File: src/rtl/dl_sdram_writer.sv
// Packs the data_io download byte stream into 16-bit SDRAM word writes through a small
// write queue, driving a toggle req/ack port and reporting drain completion.
module dl_sdram_writer #(
    parameter int unsigned AW         = 23,
    parameter int unsigned FIFO_DEPTH = 4
) (
    input  logic          clk_sys,
    input  logic          reset_n,
    input  logic          ioctl_download,
    input  logic          ioctl_wr,
    input  logic [24:0]   ioctl_addr,
    input  logic [7:0]    ioctl_dout,
    output logic          sdram_req,
    input  logic          sdram_ack,
    output logic [AW-1:0] sdram_a,
    output logic [1:0]    sdram_ds,
    output logic [15:0]   sdram_d,
    output logic          sdram_we,
    output logic          busy,
    output logic          overflow,
    output logic          done,
    output logic          rom_loaded
);

    localparam int unsigned PW      = $clog2(FIFO_DEPTH);
    localparam logic [PW:0] PTR_ONE = {{PW{1'b0}}, 1'b1};

    typedef struct packed {
        logic [AW-1:0] a;
        logic [1:0]    ds;
        logic [15:0]   d;
    } word_t;

    typedef enum logic [1:0] {DL_IDLE, DL_ACTIVE, DL_DRAIN} dl_state_t;
    typedef enum logic [1:0] {S_RESYNC, S_IDLE, S_WAIT}     snd_state_t;

    dl_state_t  r_dl_state;
    snd_state_t r_s_state;
    logic       r_dl_prev;
    word_t      r_pend;
    logic       r_pend_v;
    word_t      r_fifo [FIFO_DEPTH];
    logic [PW:0] r_wp;
    logic [PW:0] r_rp;
    logic       r_req;
    logic       r_we;
    word_t      r_out;
    logic       r_overflow;
    logic       r_done;
    logic       r_rom_loaded;

    logic          w_rise;
    logic          w_flush;
    logic          w_wr;
    logic [AW-1:0] w_wa;
    logic          w_lane;
    logic          w_merge;
    word_t         w_mrg;
    word_t         w_new;
    logic          w_push;
    word_t         w_push_word;
    logic          w_pend_nv;
    word_t         w_pend_n;
    logic          w_full;
    logic          w_empty;
    logic          w_pop;
    logic          w_push_ok;
    logic          w_drop;
    logic          w_unused;

    assign w_unused = &{1'b0, ioctl_addr[24:AW+1]};

    assign w_rise  = ioctl_download & ~r_dl_prev;
    assign w_flush = (r_dl_state == DL_ACTIVE) & ~ioctl_download;
    assign w_wr    = ioctl_wr & ioctl_download;
    assign w_wa    = ioctl_addr[AW:1];
    assign w_lane  = ioctl_addr[0];
    assign w_merge = r_pend_v & (r_pend.a == w_wa) & ~r_pend.ds[w_lane];

    always_comb begin
        w_mrg   = r_pend;
        w_new.a = w_wa;
        if (w_lane) begin
            w_mrg.ds[1]    = 1'b1;
            w_mrg.d[15:8]  = ioctl_dout;
            w_new.ds       = 2'b10;
            w_new.d        = {ioctl_dout, 8'h00};
        end else begin
            w_mrg.ds[0]    = 1'b1;
            w_mrg.d[7:0]   = ioctl_dout;
            w_new.ds       = 2'b01;
            w_new.d        = {8'h00, ioctl_dout};
        end
    end

    // Byte merge/push decision; the end-of-download flush sees the post-merge pending word.
    always_comb begin
        w_push      = 1'b0;
        w_push_word = r_pend;
        w_pend_nv   = r_pend_v;
        w_pend_n    = r_pend;
        if (w_wr) begin
            if (w_merge) begin
                w_pend_n = w_mrg;
                if (w_mrg.ds == 2'b11) begin
                    w_push      = 1'b1;
                    w_push_word = w_mrg;
                    w_pend_nv   = 1'b0;
                end
            end else begin
                w_push      = r_pend_v;
                w_push_word = r_pend;
                w_pend_n    = w_new;
                w_pend_nv   = 1'b1;
            end
        end
        if (w_flush && w_pend_nv && !w_push) begin
            w_push      = 1'b1;
            w_push_word = w_pend_n;
            w_pend_nv   = 1'b0;
        end
    end

    assign w_empty   = (r_wp == r_rp);
    assign w_full    = (r_wp[PW] != r_rp[PW]) && (r_wp[PW-1:0] == r_rp[PW-1:0]);
    assign w_pop     = (r_s_state == S_WAIT) && (sdram_ack == r_req);
    assign w_push_ok = w_push && (!w_full || w_pop);
    assign w_drop    = w_push && w_full && !w_pop;

    always_ff @(posedge clk_sys or negedge reset_n) begin
        if (!reset_n) begin
            r_pend   <= '0;
            r_pend_v <= 1'b0;
            r_wp     <= '0;
            r_rp     <= '0;
        end else begin
            r_pend   <= w_pend_n;
            r_pend_v <= w_pend_nv;
            if (w_push_ok) r_wp <= r_wp + PTR_ONE;
            if (w_pop)     r_rp <= r_rp + PTR_ONE;
        end
    end

    always_ff @(posedge clk_sys) begin
        if (w_push_ok) r_fifo[r_wp[PW-1:0]] <= w_push_word;
    end

    always_ff @(posedge clk_sys or negedge reset_n) begin
        if (!reset_n) begin
            r_s_state <= S_RESYNC;
            r_req     <= 1'b0;
            r_we      <= 1'b0;
            r_out     <= '0;
        end else begin
            case (r_s_state)
                S_RESYNC: begin
                    r_req     <= sdram_ack;
                    r_s_state <= S_IDLE;
                end
                S_IDLE: begin
                    if (!w_empty && (sdram_ack == r_req)) begin
                        r_out     <= r_fifo[r_rp[PW-1:0]];
                        r_req     <= ~r_req;
                        r_we      <= 1'b1;
                        r_s_state <= S_WAIT;
                    end
                end
                S_WAIT: begin
                    if (sdram_ack == r_req) begin
                        r_we      <= 1'b0;
                        r_s_state <= S_IDLE;
                    end
                end
                default: r_s_state <= S_RESYNC;
            endcase
        end
    end

    always_ff @(posedge clk_sys or negedge reset_n) begin
        if (!reset_n) begin
            r_dl_state   <= DL_IDLE;
            r_dl_prev    <= 1'b0;
            r_overflow   <= 1'b0;
            r_done       <= 1'b0;
            r_rom_loaded <= 1'b0;
        end else begin
            r_dl_prev <= ioctl_download;
            r_done    <= 1'b0;
            if (w_rise) begin
                r_overflow   <= 1'b0;
                r_rom_loaded <= 1'b0;
            end else if (w_drop) begin
                r_overflow <= 1'b1;
            end
            case (r_dl_state)
                DL_IDLE: begin
                    if (w_rise) r_dl_state <= DL_ACTIVE;
                end
                DL_ACTIVE: begin
                    if (!ioctl_download) r_dl_state <= DL_DRAIN;
                end
                DL_DRAIN: begin
                    if (w_rise) begin
                        r_dl_state <= DL_ACTIVE;
                    end else if (w_empty && (r_s_state == S_IDLE)) begin
                        r_dl_state   <= DL_IDLE;
                        r_done       <= 1'b1;
                        r_rom_loaded <= 1'b1;
                    end
                end
                default: r_dl_state <= DL_IDLE;
            endcase
        end
    end

    assign sdram_req  = r_req;
    assign sdram_we   = r_we;
    assign sdram_a    = r_out.a;
    assign sdram_ds   = r_out.ds;
    assign sdram_d    = r_out.d;
    assign busy       = (r_dl_state != DL_IDLE) | r_pend_v | ~w_empty | r_we;
    assign overflow   = r_overflow;
    assign done       = r_done;
    assign rom_loaded = r_rom_loaded;

endmodule
File: config.mk
export PLATFORM = sky130hd
export DESIGN_NAME = dl_sdram_writer
export DESIGN_NICKNAME = d
export VERILOG_FILES = /design/src/rtl/dl_sdram_writer.sv
export SDC_FILE = /design/constraint.sdc
export NUM_CORES = 1
export LEC_CHECK = 0
export CAP_MARGIN = 30
export CORE_ASPECT_RATIO = 2
export CORE_MARGIN = 2
export CORE_UTILIZATION = 60
export CTS_BUF_LIST = sky130_fd_sc_hd__clkbuf_8
export DETAILED_ROUTE_END_ITERATION = 8
export GPL_ROUTABILITY_DRIVEN = 0
export PLACE_DENSITY = 0.82
export SKIP_LAST_GASP = 1
export SLEW_MARGIN = 20
export SYNTH_ARGS = -nofsm -noshare
export SYNTH_HDL_FRONTEND = slang
export SYNTH_SLANG_ARGS = --single-unit
File: constraint.sdc
create_clock -name clk_sys -period 4.36 [get_ports clk_sys]
set_input_delay 0.872 -clock clk_sys [delete_from_list [all_inputs] [get_ports clk_sys]]
set_output_delay 0.872 -clock clk_sys [all_outputs]
set_load 0.05 [all_outputs]
## Word level (Yosys, flattened, before mapping)

Memories as Yosys holds them, arrays and structs flattened. A register that Yosys moved wholly into a read port is not among the register bits.
Index checks and enable logic that the tools add are counted.

| storage, ports and cells | value |
|---|---|
| register bits | 58 |
| output and inout bits | 47 |
| memories kept | 1 |
| input port bits | 38 |
| RAM bits | 164 |
| logic and storage cells | 117 |

| operators by class | value |
|---|---|
| eq/ne operators | 15 |
| reduce and logical (&&, ||, !) cells | 26 |
| add/sub/neg operators | 2 |
| order comparisons | 1 |
| bitwise logic cells | 13 |
| multiplexer cells | 45 |

Memories:

| name | words | bits a word | read ports | clocked after Yosys merged registers in | wr ports | RTL line | source |
|---|---|---|---|---|---|---|---|
| r_fifo | 4 | 41 | 1 | 1 | 1 | 42 | `word_t r_fifo [FIFO_DEPTH];` |

Operators by type and width:

| kind | number |
|---|---|
| $mux 41 | 3 |
| $mux 18 | 4 |
| $mux 1 | 26 |
| $eq 23x23->1 | 1 |
| $mux 8 | 2 |
| $mux 2 | 6 |
| $pmux 2 s3 | 2 |
| $logic_and 1x1->1 | 9 |
| $reduce_bool 2->1 | 4 |
| $add 3x1->3 const B | 2 |
| $eq 2x2->1 const B | 3 |
| $ne 2x2->1 const B | 3 |
| $reduce_and 2->1 | 3 |
| $reduce_and 3->1 | 2 |
| $and 1x1->1 | 5 |
| $logic_not 1->1 | 5 |
| $not 1->1 | 5 |
| $eq 2x1->1 const B | 2 |
| $logic_not 2->1 | 2 |
| $pmux 1 s2 | 2 |
| $eq 3x3->1 | 1 |
| $ne 3x3->1 const B | 1 |
| $or 1x1->1 | 3 |
| $eq 2x2->1 | 1 |
| 5 further kinds | 5 |

## Depth between registers and ports, before layout

Gate-level depths: netlist of the first run.

| depth | value |
|---|---|
| depth after elaboration | 13 |
| depth in mapped cells | 7 |
| depth with buffers taken out | 5 |

## Worst setup path after synthesis of the first run

No wires, ideal clock.

| timing | value |
|---|---|
| path kind | input -> register |
| start point | input sdram_ack |
| end point | memory r_fifo[3][0] (netlist name) (enable) |
| stages on the path | 4 |
| setup time | 0.466 ns |
| setup slack | 0.172 ns |
| path buffers | 0 |
| data required time | 3.894 ns |
| arrival time | 3.722 ns |
| cell sequence | xor2_1 > o2111ai_1 > nand3_1 > a41oi_1 |

| between the ends | value |
|---|---|
| cells in the longest elaborated chain, start to end | 6 |

RTL lines:

| item | RTL line | source |
|---|---|---|
| start: declaration | 14 | `input logic sdram_ack,` |
| $eq 1x1->1 | 126 | `assign w_pop = (r_s_state == S_WAIT) && (sdram_ack == r_req);` |
| $logic_and 1x1->1 | 126 |  |
| $logic_or 1x1->1 | 127 | `assign w_push_ok = w_push && (!w_full \|\| w_pop);` |
| $logic_and 1x1->1 | 127 |  |
| $mux 1 | 145 | `if (w_push_ok) r_fifo[r_wp[PW-1:0]] <= w_push_word;` |
| $mux 1 (not written as such) | 145 |  |
| end: declaration | 42 |  |

No other way between the ends.

## Worst setup path after layout of the first run

| timing | value |
|---|---|
| start point | register r_wp[1] |
| end point | output busy |

| between the ends | value |
|---|---|
| cells in the longest elaborated chain, start to end | 4 |

RTL lines:

| item | RTL line | source |
|---|---|---|
| start: declaration | 43 | `logic [PW:0] r_wp;` |
| start signal: assignment | 139 | `if (w_push_ok) r_wp <= r_wp + PTR_ONE;` |
| $eq 3x3->1 | 124 | `assign w_empty = (r_wp == r_rp);` |
| $not 1->1 | 221 | `assign busy = (r_dl_state != DL_IDLE) \| r_pend_v \| ~w_empty \| r_we;` |
| $or 1x1->1 (2 in a row) | 221 |  |
| end: declaration | 19 | `output logic busy,` |

No other way between the ends.

==> results_dict.tcl, run 1 <==
set metrics [dict create \
    vdd_drop_max_v 0.000359 \
    fp.dieH_um 192 \
    cp_slowest_cell "clkdlybuf4s50_1" \
    netlist_instances 605 \
    wl_um 21000 \
    maxCapViolCount 0 \
    synth_edf_count 164 \
    grt_pass1_vias 6193 \
    ys_ff_latch 263 \
    setup.worst_path.start_class "flip-flop" \
    finalMaxSlewViolations 0 \
    grt-ovfl-total 0 \
    cp_max_fo 6 \
    port-buffer-count 83 \
    crit_family "buffers and inverters" \
    cts_tree "built" \
    synth_area_leaders "edfxtp_1 (46%), dfrtp_1 (23%), mux4_2 (8.7%)" \
    period_minus_slack_ps 3250 \
    crit_end "busy" \
    ys.flop_type "edfxtp_1" \
    slowest_delay_ps 730 \
    crit_arrival_ps 2380 \
    period_share_pct 74.5 \
    r2r_slack_ps 1670 \
    antenna_found_initial 0 \
    yosysWarnings 0 \
    post_cts_resize_count 0 \
    grt_max_degree 69 \
    avgRoutedWirePerCell_um 22.6 \
    drtPass1Iterations 4 \
    syn_area_per_cell_um2 17.6 \
    fin_skew_ps 14.9 \
    cts_buffer_depth 3 \
    hpwlAfterDp_um 13500 \
    cp_cell_sequence "xnor2_1 > and3b_1 > nand2_1 > clkdlybuf4s50_1" \
    ctsHoldBuffers 0 \
    dpl-instance-area_um2 11700 \
    drc 0 \
    stdcell_area_um2 12400 \
    met3_usage_pct 3.26 \
    rows 68 \
    die-area_um2 18900 \
    cts_setup_buffers 0 \
    root_buffer "clkbuf_8" \
    use_met2_pct 44.1 \
    outcome "finished clean" \
    hold_class "in2async" \
    worst-path-buf-inv 1 \
    synth_area_leader_cell "edfxtp_1" \
    final.setup.tns_ps 0 \
    ant_nets 0 \
    powerDensity_nw_per_um2 660 \
    core_um2 17300 \
    end_kind "output pin" \
    hold_viol_final 0 \
    area_growth_pct 16.7 \
    drt_iter0_drc 315 \
    async_flop_share_pct 37.6 \
    grt_usage_pct 23.1 \
    finalNetCount 738 \
    slew_headroom_pct 41.7 \
    syn_nets 648 \
    cts_buffers 36 \
    vias 5676 \
    leakagePower_nw 4.50 \
    fp.dieW_um 98.1 \
    r2r-start "r_pend[30]$_DFF_PN0_" \
    startpoint "r_wp[1]$_DFFE_PN0N_" \
    diodes 0 \
    grt-busiest-layer "met2" \
    yosysMostFrequentCell "edfxtp_1" \
    rsz0062_at_grt "false" \
    setup-violations-final 0 \
    h-tree-depth 2 \
    cp_data_required_time_ps 3490 \
    start_util_pct 61.6 \
    met1_usage_pct 25.8 \
    via_per_inst 6.10 \
    worstSkewPairLatency_ps 500 \
    max_slew.worst_pin.slew_ps 874 \
    seq_area_frac_synth_pct 69.6 \
    synth_area_um2 10600 \
    layout-drive-gt1-share_pct 27.7 \
    synth_top_area_share_pct 46.3 \
    clock_sinks 263 \
    ios 85 \
    grt_pass1_wl_um 33000 \
    hold_ws_ps 236 \
    synth_commonest_cells "edfxtp_1 (164), dfrtp_1 (99), mux2_2 (79)" \
    yosysUniqueCellTypes 44 \
    rr_endpoint "r_fifo[0][5]$_DFFE_PP_" \
    rr_worst_depth 6 \
    max_freq_mhz 308 \
    path_class "reg2out" \
    cp.depth 4 \
    path_clk_slew_ps 60 \
]
[logic make-up after synthesis]
logic type	Yosys count	synth area share [%]
DFF	263	69.6
muxes	125	17.5
and+or+nand+nor	77	4.34
buffers and inverters	53	2.13
AOI/OAI and AO/OA	52	3.32
xor gates and xnor gates	30	2.47
adders and majority gates	5	0.588
[through the flow]
stage | utilization (%) | worst slack [ps] | cells | total power, mW
floorplan | - | 172 | 605 | 5.64
finish | 71.8 | 1110 | 931 | 8.18
detailed placement | 67.9 | 686 | 866 | 6.56
global placement | 67.4 | 712 | 863 | 6.42
CTS | 71.7 | 1130 | 930 | 8.27
global route | 71.8 | 1020 | 931 | 8.56
[worst min-delay path by stage]
stage / from / end / cells past startpoint
6_report: reset_n / sdram_a[10]$_DFFE_PN0P_ / 1
3_3_place_gp: sdram_d[9]$_DFFE_PN0P_ / sdram_d[9]$_DFFE_PN0P_ / 1
4_1_cts: sdram_d[9]$_DFFE_PN0P_ / sdram_d[9]$_DFFE_PN0P_ / 1
3_5_place_dp: sdram_d[9]$_DFFE_PN0P_ / sdram_d[9]$_DFFE_PN0P_ / 1
2_1_floorplan: r_wp[2]$_DFFE_PN0N_ / r_wp[2]$_DFFE_PN0N_ / 1
5_1_grt: reset_n / sdram_a[5]$_DFFE_PN0P_ / 1
[final cells by class]
cell class / instances / area [um^2]
multi-input combinational: 289 / 3030
fill: 1031 / 4870
timing repair buffer: 101 / 1040
clock buffer: 41 / 564
tap: 210 / 263
inverter: 4 / 15.0
sequential: 263 / 7400
clock inverter: 23 / 92.6
[worst reg2reg max path, cell delays in order (launching register included)]
cell     delay, ps
dfrtp_1        450
xnor2_1        310
nand4_1        200
nor4_4         330
buf_4          200
and3_1         480
mux2_2         450
[sequential cells by signal, indices dropped and copies added, names as in the netlist]
signal / count
r_fifo: 164
r_pend: 41
sdram_a: 23
sdram_d: 16
r_rp: 3
r_wp: 3
r_dl_state: 2
r_s_state: 2
sdram_ds: 2
done: 1
overflow: 1
r_dl_prev: 1
r_pend_v: 1
rom_loaded: 1
sdram_req: 1
sdram_we: 1
[power by group]
part / internal (mW) / leakage [nW] / switching, mW
Sequential: 3.21 / 2.69 / 0.275
Clock: 0.860 / 0.395 / 0.846
Combinational: 1.29 / 1.42 / 1.70
Total: 5.36 / 4.50 / 2.82
[metal layers]
| layer | part of all wire (%) | routed length [um] |
|---|---|---|
| met3 | 4.3 | 902 |
| met2 | 58 | 12200 |
| met1 | 35 | 7340 |
| met5 | 0 | 0 |
| met4 | 2.9 | 604 |
[placed cells by master (no fill, tap or decap), drive strengths merged, types with 5 or more instances in the layout]
cell,synthesis,final
edfxtp,164,164
dfrtp,99,99
clkdlybuf4s50,0,82
mux2,81,81
mux4,41,41
clkbuf,36,41
xnor2,26,26
buf,13,19
inv,4,18
o21ai,17,17
a22oi,16,16
nand2,14,14
nand4,11,11
nor2,10,10
nand2b,10,10
and3,9,9
clkinv,0,9
ha,5,5
Power figures use the tool's default switching activity.
==> run 2, diff against run 1 <==
==> constraint.sdc (replaced) <==
create_clock -name clk_sys -period 3.3 [get_ports clk_sys]
set_input_delay 0.66 -clock clk_sys [delete_from_list [all_inputs] [get_ports clk_sys]]
set_output_delay 0.66 -clock clk_sys [all_outputs]
set_load 0.05 [all_outputs]
==> run 2 against run 1 <==
Sequential share of layout area shrank 0.63 points; via count about the same; sequential power grew 32%; utilization grew 0.76 points; critical path depth stayed put; cell count up 0.64%; setup slack got worse by 890 ps; total power rose by 36%; global-route usage grew 0.30 points; largest power group unchanged.
==> results_dict.tcl, run 2 (synthesis results as in run 1) <==
set metrics [dict create \
    outcome "finished clean" \
    worstSkewPairLatency_ps 510 \
    final_core_util_pct 72.6 \
    largest_register_ff_count 164 \
    grt_pass1_vias 6221 \
    core_um2 17300 \
    wl_um 21500 \
    cp_slowest_cell "clkdlybuf4s50_1" \
    crit_family "buffers and inverters" \
    leakagePower_nw 4.55 \
    maxCapViolCount 0 \
    grt-ovfl-total 0 \
    drt_iter0_drc 344 \
    cp_max_fo 6 \
    cp_cell_sequence "xnor2_1 > and3b_1 > nand2_1 > clkdlybuf4s50_1" \
    finalMaxSlewViolations 0 \
    rows 68 \
    layout-drive-gt1-share_pct 29.0 \
    slew_headroom_pct 56.5 \
    avgRoutedWirePerCell_um 22.9 \
    ios 85 \
    fp.dieW_um 98.1 \
    fp.dieH_um 192 \
    grt_usage_pct 23.4 \
    cp_data_required_time_ps 2640 \
    hpwlAfterDp_um 13500 \
    slowest_delay_ps 720 \
    drtPass1Iterations 6 \
    final.setup.tns_ps 0 \
    rr_endpoint "r_fifo[2][18]$_DFFE_PP_" \
    r2r_slack_ps 750 \
    total_power_mw 11.1 \
    path_clk_slew_ps 70 \
    layout_commonest_cell "edfxtp_1" \
    start_util_pct 61.6 \
    cts_tree "built" \
    final_cell_mix "edfxtp_1 (164), dfrtp_1 (98), clkdlybuf4s50_1 (82)" \
    post_cts_resize_count 0 \
    ant_nets 0 \
    fill_cells 1039 \
    via_per_inst 6.06 \
    grt_pass1_wl_um 33700 \
    period_share_pct 93.4 \
    rsz0062_at_grt "false" \
    powerDensity_nw_per_um2 886 \
    setup.worst_path.start_class "flip-flop" \
    vdd_drop_max_v 0.000631 \
    post-place-ws_ps 84.9 \
    period_minus_slack_ps 3080 \
    clock_sinks 263 \
    worst-path-buf-inv 1 \
    ctsHoldBuffers 0 \
    port-buffer-count 83 \
    cts_buffers 36 \
    hold_class "in2async" \
    r2r-start "r_pend[28]$_DFF_PN0_" \
    cts_buffer_depth 3 \
    max_slew.worst_pin.slew_ps 652 \
    hold_viol_final 0 \
    crit_arrival_ps 2420 \
    die-area_um2 18900 \
    max_freq_mhz 324 \
    h-tree-depth 2 \
    area_growth_pct 17.9 \
    diodes 0 \
    finalNetCount 742 \
    fin_skew_ps 18.3 \
    rr_worst_depth 6 \
    cts_setup_buffers 0 \
    root_buffer "clkbuf_8" \
    vias 5675 \
    path_class "reg2out" \
    layout_setup_ws_ps 218 \
    setup-violations-final 0 \
    grt_max_degree 61 \
    end_kind "output pin" \
    antenna_found_initial 0 \
    drc 0 \
]
## run 2: changes by cell type in the layout (fill, tap and decap cells not counted), sizes merged
cell    before  now
clkbuf      41   43
buf         19   23
inv         18   14
bufinv       0    1
clkinv       9   12
## run 2: report_power, final
group | internal (mW) | switching, mW | total [mW]
clock | 1.28 | 1.18 | 2.46
sequential | 4.24 | 0.368 | 4.60
combinational | 1.77 | 2.28 | 4.04
## run 2: metrics by stage
step	instance area (um^2)	hold WS (ps)	instances
3_3_place_gp	11800	472	870
4_1_cts	12500	146	936
5_1_grt	12500	160	937
2_1_floorplan	10600	364	605
6_report	12500	131	937
3_5_place_dp	11800	476	870
## run 2: worst max-delay path by stage
stage,depth (start not counted),startpoint,slack [ps],end
floorplan,4,sdram_req$_DFFE_PN0P_,220,r_fifo[3][0]$_DFFE_PP_
global placement,7,ioctl_addr[0],110,r_fifo[0][15]$_DFFE_PP_
detailed placement,7,ioctl_addr[0],80,r_fifo[0][14]$_DFFE_PP_
CTS,4,r_wp[1]$_DFFE_PN0N_,240,busy
global route,4,r_wp[1]$_DFFE_PN0N_,140,busy
finish,4,r_wp[1]$_DFFE_PN0N_,220,busy
## run 2: area by class of cell
class / count / area [um^2] / share of cell area, %
clock buffer: 43 / 592 / 4.72
inverter: 4 / 15.0 / 0.120
clock inverter: 23 / 131 / 1.05
sequential: 263 / 7400 / 59.1
multi-input combinational: 289 / 3030 / 24.2
timing repair buffer: 105 / 1100 / 8.78
tap: 210 / 263 / 2.10
## run 2: routing by layer
layer  routed length [um]  global-route usage (%)  vias up
met5                    0                       0        -
met4                  751                    9.17        0
met3                 1070                    3.11       48
met2                12100                    43.7      177
met1                 7570                    27.1     2943
li1                     -                       -     2507
==> run 3, diff against run 2 <==
--- a/config.mk
+++ b/config.mk
@@ -18,3 +18,4 @@
 export SYNTH_ARGS = -nofsm -noshare
 export SYNTH_HDL_FRONTEND = slang
 export SYNTH_SLANG_ARGS = --single-unit
+export TNS_END_PERCENT = 10
==> results of run 3 <==
No change in the layout: final DEF, timing and power equal those of run 2.
